--- config.mk ---
export PLATFORM = sky130hd
export DESIGN_NAME = clap_light_controller
export DESIGN_NICKNAME = d
export VERILOG_FILES = /design/src/rtl/clap_light_pkg.sv /design/src/rtl/clap_light_pwm.sv /design/src/rtl/clap_light_controller.sv
export SDC_FILE = /design/constraint.sdc
export NUM_CORES = 1
export LEC_CHECK = 0
export BUFFER_PORTS_ARGS = -buffer_cell sky130_fd_sc_hd__buf_2
export CAP_MARGIN = 20
export CORE_MARGIN = 2
export CORE_UTILIZATION = 56
export CTS_BUF_LIST = sky130_fd_sc_hd__clkbuf_2
export CTS_CLUSTER_SIZE = 16
export DETAILED_ROUTE_END_ITERATION = 7
export GPL_TIMING_DRIVEN = 0
export HOLD_SLACK_MARGIN = 0.03
export PLACE_DENSITY_LB_ADDON = 0.1
export SYNTH_ARGS = -nofsm -noshare
export SYNTH_HDL_FRONTEND = slang
export SYNTH_SLANG_ARGS = --single-unit
export TNS_END_PERCENT = 1
--- constraint.sdc ---
create_clock -name clock -period 3.7 [get_ports clock]
set_input_delay 0.37 -clock clock [delete_from_list [all_inputs] [get_ports clock]]
set_output_delay 0.37 -clock clock [all_outputs]
set_load 0.02 [all_outputs]
--- src/rtl/clap_light_pkg.sv ---
// Shared definitions for the clap light controller: FSM encoding, default
// clap-count commands and the width helper used for the brightness index.
package clap_light_pkg;

  typedef enum logic [1:0] {
    ST_IDLE    = 2'd0,
    ST_DECODE  = 2'd1,
    ST_HOLDOFF = 2'd2
  } state_t;

  localparam int DEFAULT_TOGGLE_CLAPS = 2;
  localparam int DEFAULT_CYCLE_CLAPS  = 3;
  localparam int DEFAULT_OFF_CLAPS    = 4;

  // Number of bits needed to represent value (value >= 1).
  function automatic int clogb2(input int value);
    int v;
    int r;
    v = value;
    r = 0;
    while (v > 0) begin
      r++;
      v = v >> 1;
    end
    return r;
  endfunction

endpackage

--- src/rtl/clap_light_pwm.sv ---
// Free-running PWM generator: converts a brightness level and on/off state
// into a registered, identical drive for every LED.
module clap_light_pwm
  import clap_light_pkg::*;
#(
  parameter int PWM_WIDTH         = 8,
  parameter int BRIGHTNESS_LEVELS = 4,
  parameter int LED_COUNT         = 8
) (
  input  logic                                   clock,
  input  logic                                   counters_nreset,
  input  logic [clogb2(BRIGHTNESS_LEVELS-1)-1:0] level_i,
  input  logic                                   light_on_i,
  output logic [LED_COUNT-1:0]                   leds_o
);

  logic [PWM_WIDTH-1:0] pwm_cnt_q;
  logic [PWM_WIDTH:0]   duty;
  logic [LED_COUNT-1:0] leds_q;

  // One extra bit lets the top level reach 2^PWM_WIDTH, i.e. always on.
  always_comb begin
    duty = (PWM_WIDTH+1)'(((32'(level_i) + 32'd1) << PWM_WIDTH) / 32'(BRIGHTNESS_LEVELS));
  end

  always_ff @(posedge clock or negedge counters_nreset) begin
    if (!counters_nreset) begin
      pwm_cnt_q <= '0;
      leds_q    <= '0;
    end else begin
      pwm_cnt_q <= pwm_cnt_q + PWM_WIDTH'(1);
      leds_q    <= {LED_COUNT{light_on_i && ({1'b0, pwm_cnt_q} < duty)}};
    end
  end

  assign leds_o = leds_q;

endmodule

--- src/rtl/clap_light_controller.sv ---
// Consumes clap-count words over valid/ready, decodes them into light commands
// and ignores further words for a holdoff window after each command.
module clap_light_controller
  import clap_light_pkg::*;
#(
  parameter int CLAPS_IN_WIDTH    = 16,
  parameter int LED_COUNT         = 8,
  parameter int PWM_WIDTH         = 8,
  parameter int BRIGHTNESS_LEVELS = 4,
  parameter int TOGGLE_CLAPS      = DEFAULT_TOGGLE_CLAPS,
  parameter int CYCLE_CLAPS       = DEFAULT_CYCLE_CLAPS,
  parameter int OFF_CLAPS         = DEFAULT_OFF_CLAPS,
  parameter int HOLDOFF_CYCLES    = 50000000
) (
  input  logic                                   clock,
  input  logic                                   counters_nreset,
  input  logic [CLAPS_IN_WIDTH-1:0]              claps_in_data,
  input  logic                                   claps_in_valid,
  output logic                                   claps_in_ready,
  output logic [LED_COUNT-1:0]                   leds,
  output logic                                   light_on,
  output logic [clogb2(BRIGHTNESS_LEVELS-1)-1:0] brightness_level,
  output logic                                   command_pulse
);

  localparam int LVL_W = clogb2(BRIGHTNESS_LEVELS-1);
  localparam int HC_W  = (HOLDOFF_CYCLES > 0) ? $clog2(HOLDOFF_CYCLES + 1) : 1;

  localparam logic [LVL_W-1:0]          LVL_MAX = LVL_W'(BRIGHTNESS_LEVELS - 1);
  localparam logic [HC_W-1:0]           HC_LAST = HC_W'(HOLDOFF_CYCLES);
  localparam logic [CLAPS_IN_WIDTH-1:0] OFF_C   = CLAPS_IN_WIDTH'(OFF_CLAPS);
  localparam logic [CLAPS_IN_WIDTH-1:0] CYCLE_C = CLAPS_IN_WIDTH'(CYCLE_CLAPS);
  localparam logic [CLAPS_IN_WIDTH-1:0] TOGGLE_C = CLAPS_IN_WIDTH'(TOGGLE_CLAPS);

  state_t                    state_q;
  logic [CLAPS_IN_WIDTH-1:0] data_q;
  logic [HC_W-1:0]           hold_cnt_q;
  logic                      ready_q;
  logic                      light_on_q;
  logic [LVL_W-1:0]          level_q;
  logic                      pulse_q;

  logic is_off;
  logic is_cycle;
  logic is_toggle;

  assign is_off    = (data_q >= OFF_C);
  assign is_cycle  = (data_q == CYCLE_C);
  assign is_toggle = (data_q == TOGGLE_C);

  // HOLDOFF lasts HOLDOFF_CYCLES+1 clocks so ready returns at N+2+HOLDOFF_CYCLES.
  always_ff @(posedge clock or negedge counters_nreset) begin
    if (!counters_nreset) begin
      state_q    <= ST_IDLE;
      data_q     <= '0;
      hold_cnt_q <= '0;
      ready_q    <= 1'b0;
      light_on_q <= 1'b0;
      level_q    <= LVL_MAX;
      pulse_q    <= 1'b0;
    end else begin
      // NOTE: non-blocking throughout, so every branch reads pre-edge state.
      pulse_q <= 1'b0;
      case (state_q)
        ST_IDLE: begin
          if (claps_in_valid && ready_q) begin
            data_q  <= claps_in_data;
            ready_q <= 1'b0;
            state_q <= ST_DECODE;
          end else begin
            ready_q <= 1'b1;
          end
        end
        ST_DECODE: begin
          if (is_off) begin
            light_on_q <= 1'b0;
            level_q    <= LVL_MAX;
          end else if (is_cycle) begin
            if (light_on_q) begin
              level_q <= (level_q == LVL_MAX) ? '0 : level_q + LVL_W'(1);
            end else begin
              light_on_q <= 1'b1;
              level_q    <= '0;
            end
          end else if (is_toggle) begin
            light_on_q <= ~light_on_q;
          end
          if (is_off || is_cycle || is_toggle) begin
            pulse_q    <= 1'b1;
            hold_cnt_q <= '0;
            state_q    <= ST_HOLDOFF;
          end else begin
            ready_q <= 1'b1;
            state_q <= ST_IDLE;
          end
        end
        ST_HOLDOFF: begin
          if (hold_cnt_q == HC_LAST) begin
            ready_q <= 1'b1;
            state_q <= ST_IDLE;
          end else begin
            hold_cnt_q <= hold_cnt_q + HC_W'(1);
          end
        end
        default: begin
          ready_q <= 1'b0;
          state_q <= ST_IDLE;
        end
      endcase
    end
  end

  assign claps_in_ready   = ready_q;
  assign light_on         = light_on_q;
  assign brightness_level = level_q;
  assign command_pulse    = pulse_q;

  clap_light_pwm #(
    .PWM_WIDTH        (PWM_WIDTH),
    .BRIGHTNESS_LEVELS(BRIGHTNESS_LEVELS),
    .LED_COUNT        (LED_COUNT)
  ) u_pwm (
    .clock          (clock),
    .counters_nreset(counters_nreset),
    .level_i        (level_q),
    .light_on_i     (light_on_q),
    .leds_o         (leds)
  );

endmodule

# After elaboration in Yosys (flattened, before gate mapping)
# Cells that the tools add are included.
dict set report totals {
  register_bits 58
  output_inout_bits 13
  input_bits 19
}
dict set report op_classes {
  magnitude_cmp 2
  n_reduce_logical 14
  mux 20
  eq_ne 11
  bitwise_logic 1
  add_sub_neg 4
}
# operator n
set ops {}
lappend ops {{26-bit 2-to-1 mux} 2}
lappend ops {{26-bit case mux with 2 select lines} 1}
lappend ops {{16-bit by 2-bit == test with 1-bit output, second input constant} 2}
lappend ops {{26-bit by 1-bit adder with 26-bit output, second input constant} 1}
lappend ops {{26-bit == test, second input constant} 1}
lappend ops {{16-bit by 3-bit >= comparator with 1-bit output, second input constant} 1}
lappend ops {{2-bit 2-to-1 mux} 7}
lappend ops {{2-bit inequality test, second input constant} 5}
lappend ops {{2-bit AND reduction} 5}
lappend ops {{8-bit by 9-bit < comparator with 1-bit output} 1}
lappend ops {{8-bit by 1-bit adder with 8-bit output, second input constant} 1}
lappend ops {{1-bit 2-to-1 mux} 8}
lappend ops {{2-bit case mux with 3 select lines} 1}
lappend ops {{2-bit == test, second input constant} 2}
lappend ops {{2-bit nonzero test} 2}
lappend ops {{2-bit by 1-bit adder with 3-bit output, second input constant} 1}
lappend ops {{1-bit case mux with 3 select lines} 1}
lappend ops {{3-bit AND reduction} 1}
lappend ops {{3-bit nonzero test} 1}
lappend ops {{2-bit by 1-bit adder with 2-bit output, second input constant} 1}
lappend ops {{2-bit by 1-bit == test with 1-bit output, second input constant} 1}
lappend ops {{1-bit logical AND} 2}
lappend ops {{2-bit logical NOT} 1}
lappend ops {{1-bit logical OR} 2}
lappend ops {{1-bit inverter} 1}

# Longest topological paths before layout
# Gate-level depths: netlist of run 1.
dict set report depth {
  ltp_word 5
  mapped_depth 9
}

# By module
# Synthesis of run 1 repeated with hierarchy kept, for this count alone.
dict set report hier_totals {
  hier_cells 289
  area_unflattened_um2 3176.8
}
# mod area_per_inst_um2 seq_area_each_um2 n_inst cells_per_inst
set modules_own_cells {}
lappend modules_own_cells {clap_light_controller 2735.1 1228.7 1 251}
lappend modules_own_cells {clap_light_pwm 441.7 225.2 1 38}

# Least setup slack after synthesis of run 1
# No wires, ideal clock.
dict set report synth_timing {
  path_type {register to register}
  start {register state_q[1]}
  end {register hold_cnt_q[15]}
  required_ns 3.622
  period_less_slack_ns 2.111
  setup_ns 0.078
  path_slack_ns 1.589
  arrival_time_ns 2.033
  stages_incl_launch_ff 10
  cell_sequence {dfrtp_1 -> inv_1 -> ha_1 -> clkbuf_1 -> nor4b_1 -> nand4_1 -> nand2_2 -> clkbuf_1 -> o31ai_1 -> a21oi_1}
}
dict set report synth_between {
  elab_chain_len 3
  elab_cells_between_ends 7
  classes_between {4 x eq/ne; 1 x mux; 2 x reduce/logical}
}
# item line
set synth_rtl {}
lappend synth_rtl {{start: declaration} clap_light_controller.sv:35} ;# state_t state_q;
lappend synth_rtl {{start signal: assignment} clap_light_controller.sv:54} ;# state_q <= ST_IDLE;
lappend synth_rtl {{start signal: assignment} clap_light_controller.sv:69} ;# state_q <= ST_DECODE;
lappend synth_rtl {{start signal: assignment} clap_light_controller.sv:91} ;# state_q <= ST_HOLDOFF;
lappend synth_rtl {{2-bit == test / 2-bit by 1-bit == test with 1-bit output (equally long branches)} clap_light_controller.sv:64} ;# case (state_q)
lappend synth_rtl {{2-bit inequality test (no line) / 2-bit nonzero test (equally long branches)} -}
lappend synth_rtl {{3-bit AND reduction (no line)} -}
lappend synth_rtl {{end signal: assignment} clap_light_controller.sv:102} ;# hold_cnt_q <= hold_cnt_q + HC_W'(1);
lappend synth_rtl {{end: declaration} clap_light_controller.sv:37} ;# logic [HC_W-1:0] hold_cnt_q;
# Parallel ways exist; a longest one is shown, timed or not.
# A chain may end at the register's enable or synchronous reset.

# Final worst setup path of run 1
dict set report layout_timing {
  start {register state_q[1]}
  end {register hold_cnt_q[4]}
}
# The elaborated chain is that of the path after synthesis.

==> impl_results.md, run 1 <==
- Io pins: 32
- WS Path Type: reg2reg
- Die H: 77.1 um
- Largest net degree at the start of global routing: 40
- Clock-pin slew on the worst setup and hold paths: 160 ps
- Post-synth top area cell: dfrtp_1
- Overall routed net length: 5810 um
- Hold Crit Class: in2reg
- CTS buffer count: 9
- Syn Nets: 312
- DR vias: 2279
- Worst-case clock buffer depth: 2
- Diodes inserted: 0
- GP Congestion: 0.817
- Crit path from: state_q[1]$_DFFE_PN0P_
- Startpoint types: flop
- Final Core Density: 65.4%
- Vias in the first global route: 2161
- Cell Pwr Density: 306 nW/um2
- Worst R2R Start: state_q[1]$_DFFE_PN0P_
- First-pass GRT wire length: 10200 um
- CTS sink cnt: 58
- Drt via density: 5.67
- Reg-to-Reg End: hold_cnt_q[4]$_DFFE_PN0P_
- Hold EP: data_q[6]$_DFFE_PN0P_
- Post-DRT Antenna Nets: 0
- Die footprint: 5940 um2
- Antenna violations before repair: 0
- Post-synth cell types: 45
- CTS resizes: 0
- Syn Area/Cell: 10.5 um2
- Prevailing post-synth register cell: dfrtp_1
- Final hold viol count: 0
- CTS Root Cell: clkbuf_2
- Worst slew pin tran: 594 ps
- Port bufs: 31
- Worst Path Arrival: 3150 ps
- CTS tree: done
- Crit-path max FO: 10
- Number of max-cap violations: 0
- P&R area growth vs syn: 12.4%
- Hold path start: claps_in_data[6]
- Synth Instances: 284
- Remaining global-route overflow: 0
- DRT iter0 DRCs: 130
- CP endpoint kind: flop
- Fin. max-slew vios: 0
- Layout Skew: 16.0 ps
- Seq/Total Area, Yosys: 48.6%
- Die X-Extent: 77.1 um
- Syn Std Cell Area: 2990 um2
- Post-synth EDFFs: 0
- Unrepaired setup endpoints after global routing: no
- Row cnt: 26
- Synth top area share: 46.9%
- Nets: 356
- Final setup vio count: 0
- Static leakage: 1.59 nW
- Dpl cells: 386
- Setup TNS: 0 ps
- Most frequent cells after synthesis: 56 x dfrtp_1, 22 x nand2_1, 22 x nor2_1, 16 x mux2_2, 14 x xnor2_1
- Latest clock arrival within the worst-skew pair: 470 ps
- Synth warn: 0
- Worst R2R Path Depth: 9
- Detail Placement HPWL: 4140 um
- Non-Filler Instances: 402
- Req. time, crit path: 4100 ps
- Post-CTS Setup Bufs: 0
- Slew margin rel.: 60.2%
- Starting density of the core: 58.2%
- Hold path cells: 2
- Share of post-route cells with drive strength above 1: 24.7%
- DRC errors left: 0
- Hold buffer count at CTS: 1
- GRT Overall Usage: 21.8%
- Fmax: 363 MHz
- Crit path time final: 2750 ps
- Worst R2R Setup Slack: 950 ps
- Peak supply drop: 0.282 mV
- Synthesis-stage register bit count: 58
- WL/cell: 14.5 um
- FFs w/ async S/R, synth: 100%
- Core area: 5140 um2
- Iteration count of the initial detailed-routing pass: 4
- Count leader, synth: dfrtp_1
- H-tree levels: 3
- Status: complete, no violations
- Ranking of synthesized cells by area: dfrtp_1 47%, mux2_2 6.0%, xnor2_1 4.1%
- Tcrit/Tclk final: 74.4%
[critical path, cell delays in order, from the launching register on]
cell and delay [ps]:
dfrtp_1 430, inv_1 100, ha_1 150, clkbuf_1 330, nor4b_1 360, nand4_1 340
nand2_2 310, clkbuf_1 370, o31ai_1 140, a21oi_1 160
[kinds of logic (layout without fill, tap and decap cells)]
kind of cell	count (synthesis)	in the layout	share of synthesized area, %
AND/OR/NAND/NOR	116	116	22.5
buffers and inverters	27	75	4.52
AO/OA/AOI/OAI	35	35	7.66
XOR/XNOR	19	19	5.56
flip-flops	58	58	48.6
adder cells (fa/ha/maj)	9	9	3.77
multiplexers	20	20	7.41
[registers in the layout, indices dropped and copies added, names as in the netlist]
register	cells
data_q	16
light_on	1
u_pwm.pwm_cnt_q	8
state_q	2
u_pwm.leds_o	1
hold_cnt_q	26
command_pulse	1
brightness_level	2
claps_in_ready	1
[final cells by class]
type                       count  area [um2]
inverter                      11        41.3
clock inverter                 4        43.8
tap                           70        87.6
timing repair buffer          33         185
fill                         449        1780
multi-input combinational    199        1400
sequential                    58        1450
clock buffer                  11        55.1
buffer                        16        93.8
[power by group]
part / switching [mW] / internal, mW / total, mW
Combinational: 0.0141 / 0.00950 / 0.0236
Sequential: 0 / 0.634 / 0.634
Clock: 0.216 / 0.154 / 0.370
Total: 0.230 / 0.798 / 1.03
[placed cells by master, fill, tap and decap left out, types with 10 or more instances in the layout]
master	netlist	routed
xnor2_1	14	14
buf_2	0	31
nor2_1	22	22
nand2_1	22	22
inv_1	11	11
dfrtp_1	56	56
clkbuf_2	0	11
nand4_1	13	13
a21oi_1	11	11
nand3_1	10	10
mux2_2	16	16
[per-stage QoR]
step | worst slack [ps] | total power, mW | hold slack (ps) | instance area (um2)
2_1_floorplan | 1590 | 0.646 | 74.4 | 2990
3_3_place_gp | 1020 | 0.668 | 460 | 3230
3_5_place_dp | 992 | 0.670 | 354 | 3250
4_1_cts | 936 | 1.04 | 89.7 | 3360
5_1_grt | 587 | 1.07 | 68.1 | 3360
6_report | 948 | 1.03 | 121 | 3360
[how the worst max path moves through the flow]
stage / depth (start not counted) / endpoint
2_1_floorplan: 9 / hold_cnt_q[15]$_DFFE_PN0P_
3_3_place_gp: 9 / hold_cnt_q[19]$_DFFE_PN0P_
3_5_place_dp: 9 / hold_cnt_q[4]$_DFFE_PN0P_
4_1_cts: 9 / hold_cnt_q[4]$_DFFE_PN0P_
5_1_grt: 9 / hold_cnt_q[19]$_DFFE_PN0P_
6_report: 9 / hold_cnt_q[4]$_DFFE_PN0P_
[layer usage]
metal	vias to the layer above	share of wire, %	GRT usage (%)
met5	-	0	0
met3	10	5.3	7.18
met4	0	1.3	7.14
met2	60	48	35.8
met1	1095	46	27.4
li1	1114	-	-
Power figures use the tool's default switching activity.
==> inputs of run 2 (changes only) <==
- ABC_AREA: unset -> 1
- clock period: 3.7 -> 2.8 ns (I/O delays scaled with it)
==> impl_results.md, run 2 <==
- Status: complete, no violations
- CTS Root Cell: clkbuf_2
- Unrepaired setup endpoints after global routing: no
- Worst-case clock buffer depth: 2
- Iteration count of the initial detailed-routing pass: 5
- Post-synth top area cell: dfrtp_1
- Worst R2R Setup Slack: 940 ps
- FFs w/ async S/R, synth: 100%
- Synthesis-stage register bit count: 58
- Sw Pwr: 1.00 mW
- Final setup vio count: 0
- Clock-pin slew on the worst setup and hold paths: 180 ps
- Hold path start: claps_in_data[6]
- Cell Pwr Density: 692 nW/um2
- Largest net degree at the start of global routing: 33
- Commonest non-fill, non-tap cell in the layout: nand2_1
- Overall routed net length: 7580 um
- Syn Nets: 466
- Synth Instances: 438
- Fmax: 539 MHz
- Io pins: 32
- CP endpoint kind: flop
- Combinational Power Share: 35.3%
- Clock power frac: 22.9%
- Req. time, crit path: 3230 ps
- Top flop regs: hold_cnt_q: 26 flops, data_q: 16 flops, u_pwm.pwm_cnt_q: 8 flops
- Detail Placement HPWL: 5420 um
- CTS resizes: 0
- Tightest hold margin: 44.6 ps
- Die X-Extent: 81.3 um
- Worst Setup EP: hold_cnt_q[8]$_DFFE_PN0P_
- Fin area: 3890 um2
- Row cnt: 28
- Worst R2R Path Depth: 8
- Post-synth EDFFs: 0
- Max reg flops: 26
- Most frequent cells in the layout: 130 x nand2_1, 61 x nor2_1, 56 x dfrtp_1
- Worst slew pin tran: 623 ps
- First-pass GRT wire length: 12700 um
- Most flop-heavy register: hold_cnt_q
- Cell breakdown of the critical path: ha_1 > nand3_1 > inv_1 > nand2_1 > inv_1 > or2_2 > nand3_1 > o21ai_0
- Crit path buffers/inverters: 2
- Post-DRT Antenna Nets: 0
- Setup TNS: 0 ps
- Startpoint types: flop
- Post-synth cell types: 31
- Tcrit/Tclk final: 66.3%
- P&R area growth vs syn: 16.5%
- Switching Share: 37.3%
- Placed Area: 3610 um2
- Diodes inserted: 0
- H-tree levels: 3
- Final hold viol count: 0
- Internal power: 1.69 mW
- Crit path from: hold_cnt_q[0]$_DFFE_PN0P_
- DRT iter0 DRCs: 217
- Count leader, synth: nand2_1
- Seq/Total Area, Yosys: 43.5%
- Number of max-cap violations: 0
- Hold Crit Class: in2reg
- CTS tree: done
- Synth top area share: 41.9%
- GRT Overall Usage: 25.5%
- Antenna violations before repair: 0
- GP Congestion: 0.885
- Starting density of the core: 57.1%
- Stages on the worst setup path: 8
- Share of post-route cells with drive strength above 1: 18.2%
- Ranking of synthesized cells by area: dfrtp_1 42%, nand2_1 15%, nor2_1 6.9%
- DR vias: 2937
- Peak supply drop: 0.567 mV
- Layout Skew: 30.8 ps
- Sequential Power Share: 41.7%
- CP peak stage delay: 510 ps
- Critical path's slowest cell: dfrtp_1
- Syn Area/Cell: 7.63 um2
- Nets: 524
- Synth warn: 0
- DRC errors left: 0
- Crit-path max FO: 6
- Most frequent cells after synthesis: 130 x nand2_1, 61 x nor2_1, 56 x dfrtp_1, 38 x nand3_1, 36 x inv_1
- Slew margin rel.: 58.5%
- CTS buffer count: 9
- Latest clock arrival within the worst-skew pair: 490 ps
- Worst Path Arrival: 2280 ps
- Worst R2R Start: hold_cnt_q[0]$_DFFE_PN0P_
- Reg-to-Reg End: hold_cnt_q[8]$_DFFE_PN0P_
- Syn Std Cell Area: 3340 um2
- CTS sink cnt: 58
- Static leakage: 1.79 nW
- Crit path time final: 1860 ps
- Remaining global-route overflow: 0
- Prevailing post-synth register cell: dfrtp_1
- Port bufs: 31
- Core area: 5850 um2
- Vias in the first global route: 2761
- Top delay family on crit path: flip-flops
- Die footprint: 6600 um2
- Drt via density: 5.10
- Die H: 81.3 um
- WL/cell: 13.2 um
- Fin. max-slew vios: 0
- WS Path Type: reg2reg
run 2: layout make-up:
cell class / instances / area, um2
inverter: 37 / 139
buffer: 18 / 138
tap: 75 / 93.8
multi-input combinational: 325 / 1610
sequential: 58 / 1450
clock inverter: 6 / 81.3
clock buffer: 10 / 50.0
fill: 530 / 1960
timing repair buffer: 47 / 325
run 2: power groups by stage:
stage / registers [mW] / clock network (mW) / logic (mW)
floorplan: 1.15 / 0 / 0.657
global placement: 1.13 / 0 / 0.912
detailed placement: 1.14 / 0 / 0.937
finish: 1.12 / 0.617 / 0.951
global route: 1.15 / 0.657 / 1.08
CTS: 1.12 / 0.628 / 0.958
run 2: worst reg2reg max path, stage by stage, from the launching register on:
cell	delay (ps)
dfrtp_1	510
ha_1	330
nand3_1	150
inv_1	180
nand2_1	90
inv_1	150
or2_2	130
nand3_1	50
o21ai_0	200
run 2: what timing repair did:
item / 4_1_cts / 5_1_grt
hold buffers: 15 / 0
setup buffers: 0 / 0
endpoints found under the hold margin: 40 / 0
run 2: logic make-up after synthesis:
group                    synth area share (%)
XOR/XNOR                                 2.10
AND/OR/NAND/NOR                          31.9
adder cells (fa/ha/maj)                  3.37
multiplexers                             3.71
flip-flops                               43.5
AO/OA/AOI/OAI                            7.11
buffers and inverters                    8.27
run 2: worst min path at each step:
| stage | to | cells past startpoint | slack [ps] |
|---|---|---|---|
| after floorplan | claps_in_ready$_DFFE_PN0P_ | 0 | -20 |
| after global placement | u_pwm.pwm_cnt_q[0]$_DFF_PN0_ | 1 | 440 |
| after detailed placement | u_pwm.pwm_cnt_q[7]$_DFF_PN0_ | 1 | 340 |
| after CTS | data_q[6]$_DFFE_PN0P_ | 3 | 30 |
| after global routing | data_q[6]$_DFFE_PN0P_ | 3 | 70 |
| final | data_q[6]$_DFFE_PN0P_ | 3 | 40 |
run 2: metal layers:
metal / up-vias / routed length (um) / GRT usage (%)
met1: 1355 / 3700 / 36.6
met2: 64 / 3430 / 39.3
met3: 7 / 372 / 4.22
met5: - / 0 / 0
met4: 0 / 76 / 8.64
li1: 1511 / - / -
run 2: stage by stage:
step	util, %	setup WS [ps]	cells	power [mW]
after floorplan	-	1200	438	1.81
after detailed placement	61.7	991	545	2.08
after CTS	66.5	950	576	2.71
final	66.5	943	576	2.69
after global routing	66.5	756	576	2.89
after global placement	61.4	1030	544	2.04
==> inputs of run 3 (changes only) <==
- ABC_AREA: 1 -> 0
- CORE_UTILIZATION: 56 -> 55
- clock period: 2.8 -> 1.7 ns (I/O delays scaled with it)
==> impl_results.md, run 3 (synthesis results as in run 1) <==
- Fmax: 460 MHz
- P&R area growth vs syn: 27.6%
- Vias in the first global route: 2418
- Latest clock arrival within the worst-skew pair: 510 ps
- Number of max-cap violations: 0
- Worst Setup EP: hold_cnt_q[12]$_DFFE_PN0P_
- Crit path time final: 2170 ps
- Static leakage: 1.76 nW
- Worst R2R Path Depth: 6
- Remaining global-route overflow: 0
- WL/cell: 16.0 um
- Fill count: 375
- Clock-pin slew on the worst setup and hold paths: 170 ps
- DRC errors left: 0
- Pre-CTS setup slack: -883 ps
- Nets: 379
- Layout Skew: 22.2 ps
- Row cnt: 26
- Peak supply drop: 0.523 mV
- WS Path Type: reg2reg
- Status: finished, violations left
- Port bufs: 31
- Crit-path max FO: 5
- Iteration count of the initial detailed-routing pass: 4
- First-pass GRT wire length: 11800 um
- Final worst slack: -473 ps
- H-tree levels: 3
- Hold Crit Class: in2reg
- Core area: 5170 um2
- CP endpoint kind: flop
- Crit path buffers/inverters: 1
- Setup TNS: -9310 ps
- Antenna violations before repair: 0
- Worst R2R Setup Slack: -470 ps
- Starting density of the core: 57.8%
- Worst slew pin tran: 555 ps
- Final hold viol count: 0
- Failing checks: negative setup slack
- Worst R2R Start: hold_cnt_q[10]$_DFFE_PN0P_
- Cell Pwr Density: 655 nW/um2
- Overall routed net length: 6840 um
- Unrepaired setup endpoints after global routing: yes
- CP peak stage delay: 520 ps
- Most flop-heavy register: hold_cnt_q
- Req. time, crit path: 2140 ps
- Die X-Extent: 77.7 um
- Diodes inserted: 0
- Top flop regs: hold_cnt_q: 26 flops, data_q: 16 flops, u_pwm.pwm_cnt_q: 8 flops
- Cell breakdown of the critical path: or4_1 > or4_4 > nor3_4 > buf_4 > nor3b_2 > mux2i_1
- Tcrit/Tclk final: 128%
- Most frequent cells in the layout: 53 x dfrtp_1, 31 x buf_2, 21 x nor2_1, 21 x nand2_1
- Critical path's slowest cell: or4_1
- Largest net degree at the start of global routing: 36
- Io pins: 32
- CTS sink cnt: 58
- Worst-case clock buffer depth: 2
- Stages on the worst setup path: 6
- Fin. max-slew vios: 0
- Drt via density: 5.71
- Final setup vio count: 30
- Crit path from: hold_cnt_q[10]$_DFFE_PN0P_
- Reg-to-Reg End: hold_cnt_q[12]$_DFFE_PN0P_
- CTS buffer count: 9
- GP Congestion: 0.790
- Non-Filler Instances: 426
- Max reg flops: 26
- DRT iter0 DRCs: 214
- Detail Placement HPWL: 4340 um
- Share of post-route cells with drive strength above 1: 33.4%
- Dpl cells: 386
- Final Core Density: 73.8%
- Slew margin rel.: 63.0%
- CTS Root Cell: clkbuf_2
- Die footprint: 6040 um2
- Commonest non-fill, non-tap cell in the layout: dfrtp_1
- Worst Path Arrival: 2610 ps
- Post-DRT Antenna Nets: 0
- GRT Overall Usage: 25.4%
- DR vias: 2433
- Startpoint types: flop
- CTS tree: done
- Top delay family on crit path: simple AND/OR/NAND/NOR gates
- Die H: 77.7 um
[run 3: cell count changes in the layout (fill, tap and decap cells not counted), sizes merged, moves of 7 or more]
cell and delta:
nand3 -29, or4 +10, o31ai +8, inv -26
nor2 -43, xnor2 +10, buf +7, o21ai -24
nor4 +9, nand2 -108, nand4 +8
[run 3: worst min path at each step]
stage	start	end	cells after the start
2_1_floorplan	counters_nreset	claps_in_ready$_DFFE_PN0P_	0
3_3_place_gp	claps_in_data[15]	data_q[15]$_DFFE_PN0P_	2
3_5_place_dp	counters_nreset	u_pwm.pwm_cnt_q[4]$_DFF_PN0_	1
4_1_cts	claps_in_valid	state_q[1]$_DFFE_PN0P_	5
5_1_grt	claps_in_valid	data_q[0]$_DFFE_PN0P_	3
6_report	claps_in_valid	data_q[13]$_DFFE_PN0P_	3
[run 3: area by class of cell]
cell class | instances | area [um2] | share of cell area, %
Inverter | 11 | 41.3 | 1.08
Timing Repair Buffer | 59 | 424 | 11.1
Tap cell | 70 | 87.6 | 2.30
Sequential cell | 58 | 1460 | 38.2
Clock buffer | 9 | 45.0 | 1.18
Buffer | 13 | 105 | 2.75
Clock inverter | 7 | 93.8 | 2.46
Multi-Input combinational cell | 199 | 1560 | 40.9
[run 3: per-stage QoR]
| step | hold WS (ps) | area (um2) | power [mW] |
|---|---|---|---|
| 2_1_floorplan | -126 | 3000 | 1.41 |
| 3_3_place_gp | 402 | 3240 | 1.45 |
| 3_5_place_dp | 191 | 3260 | 1.46 |
| 4_1_cts | 83.5 | 3700 | 2.51 |
| 5_1_grt | 68.1 | 3820 | 2.60 |
| 6_report | 109 | 3820 | 2.50 |
[run 3: layer usage]
metal / GRT usage (%) / wire length [um]
met4: 9.11 / 114
met3: 8.02 / 344
met1: 35.0 / 3080
met5: 0 / 0
met2: 37.8 / 3300
[run 3: worst min-delay path: stages]
cell and delay [ps]:
buf_2 120, nand3_4 140, mux2_2 160
[run 3: what timing repair did]
item                                    in CTS  in global routing
gates resized for setup                     23                 25
endpoints found under the setup margin      42                 41
hold buffers                                17                  0
setup buffers                                5                  4
pin swaps                                    3                  7
gates cloned                                 0                  1
endpoints found under the hold margin       39                  0
[run 3: report_power, final]
part / total (mW) / switching [mW] / internal, mW
Combinational: 0.0839 / 0.0392 / 0.0447
Sequential: 1.38 / 0 / 1.38
Clock: 1.03 / 0.551 / 0.482
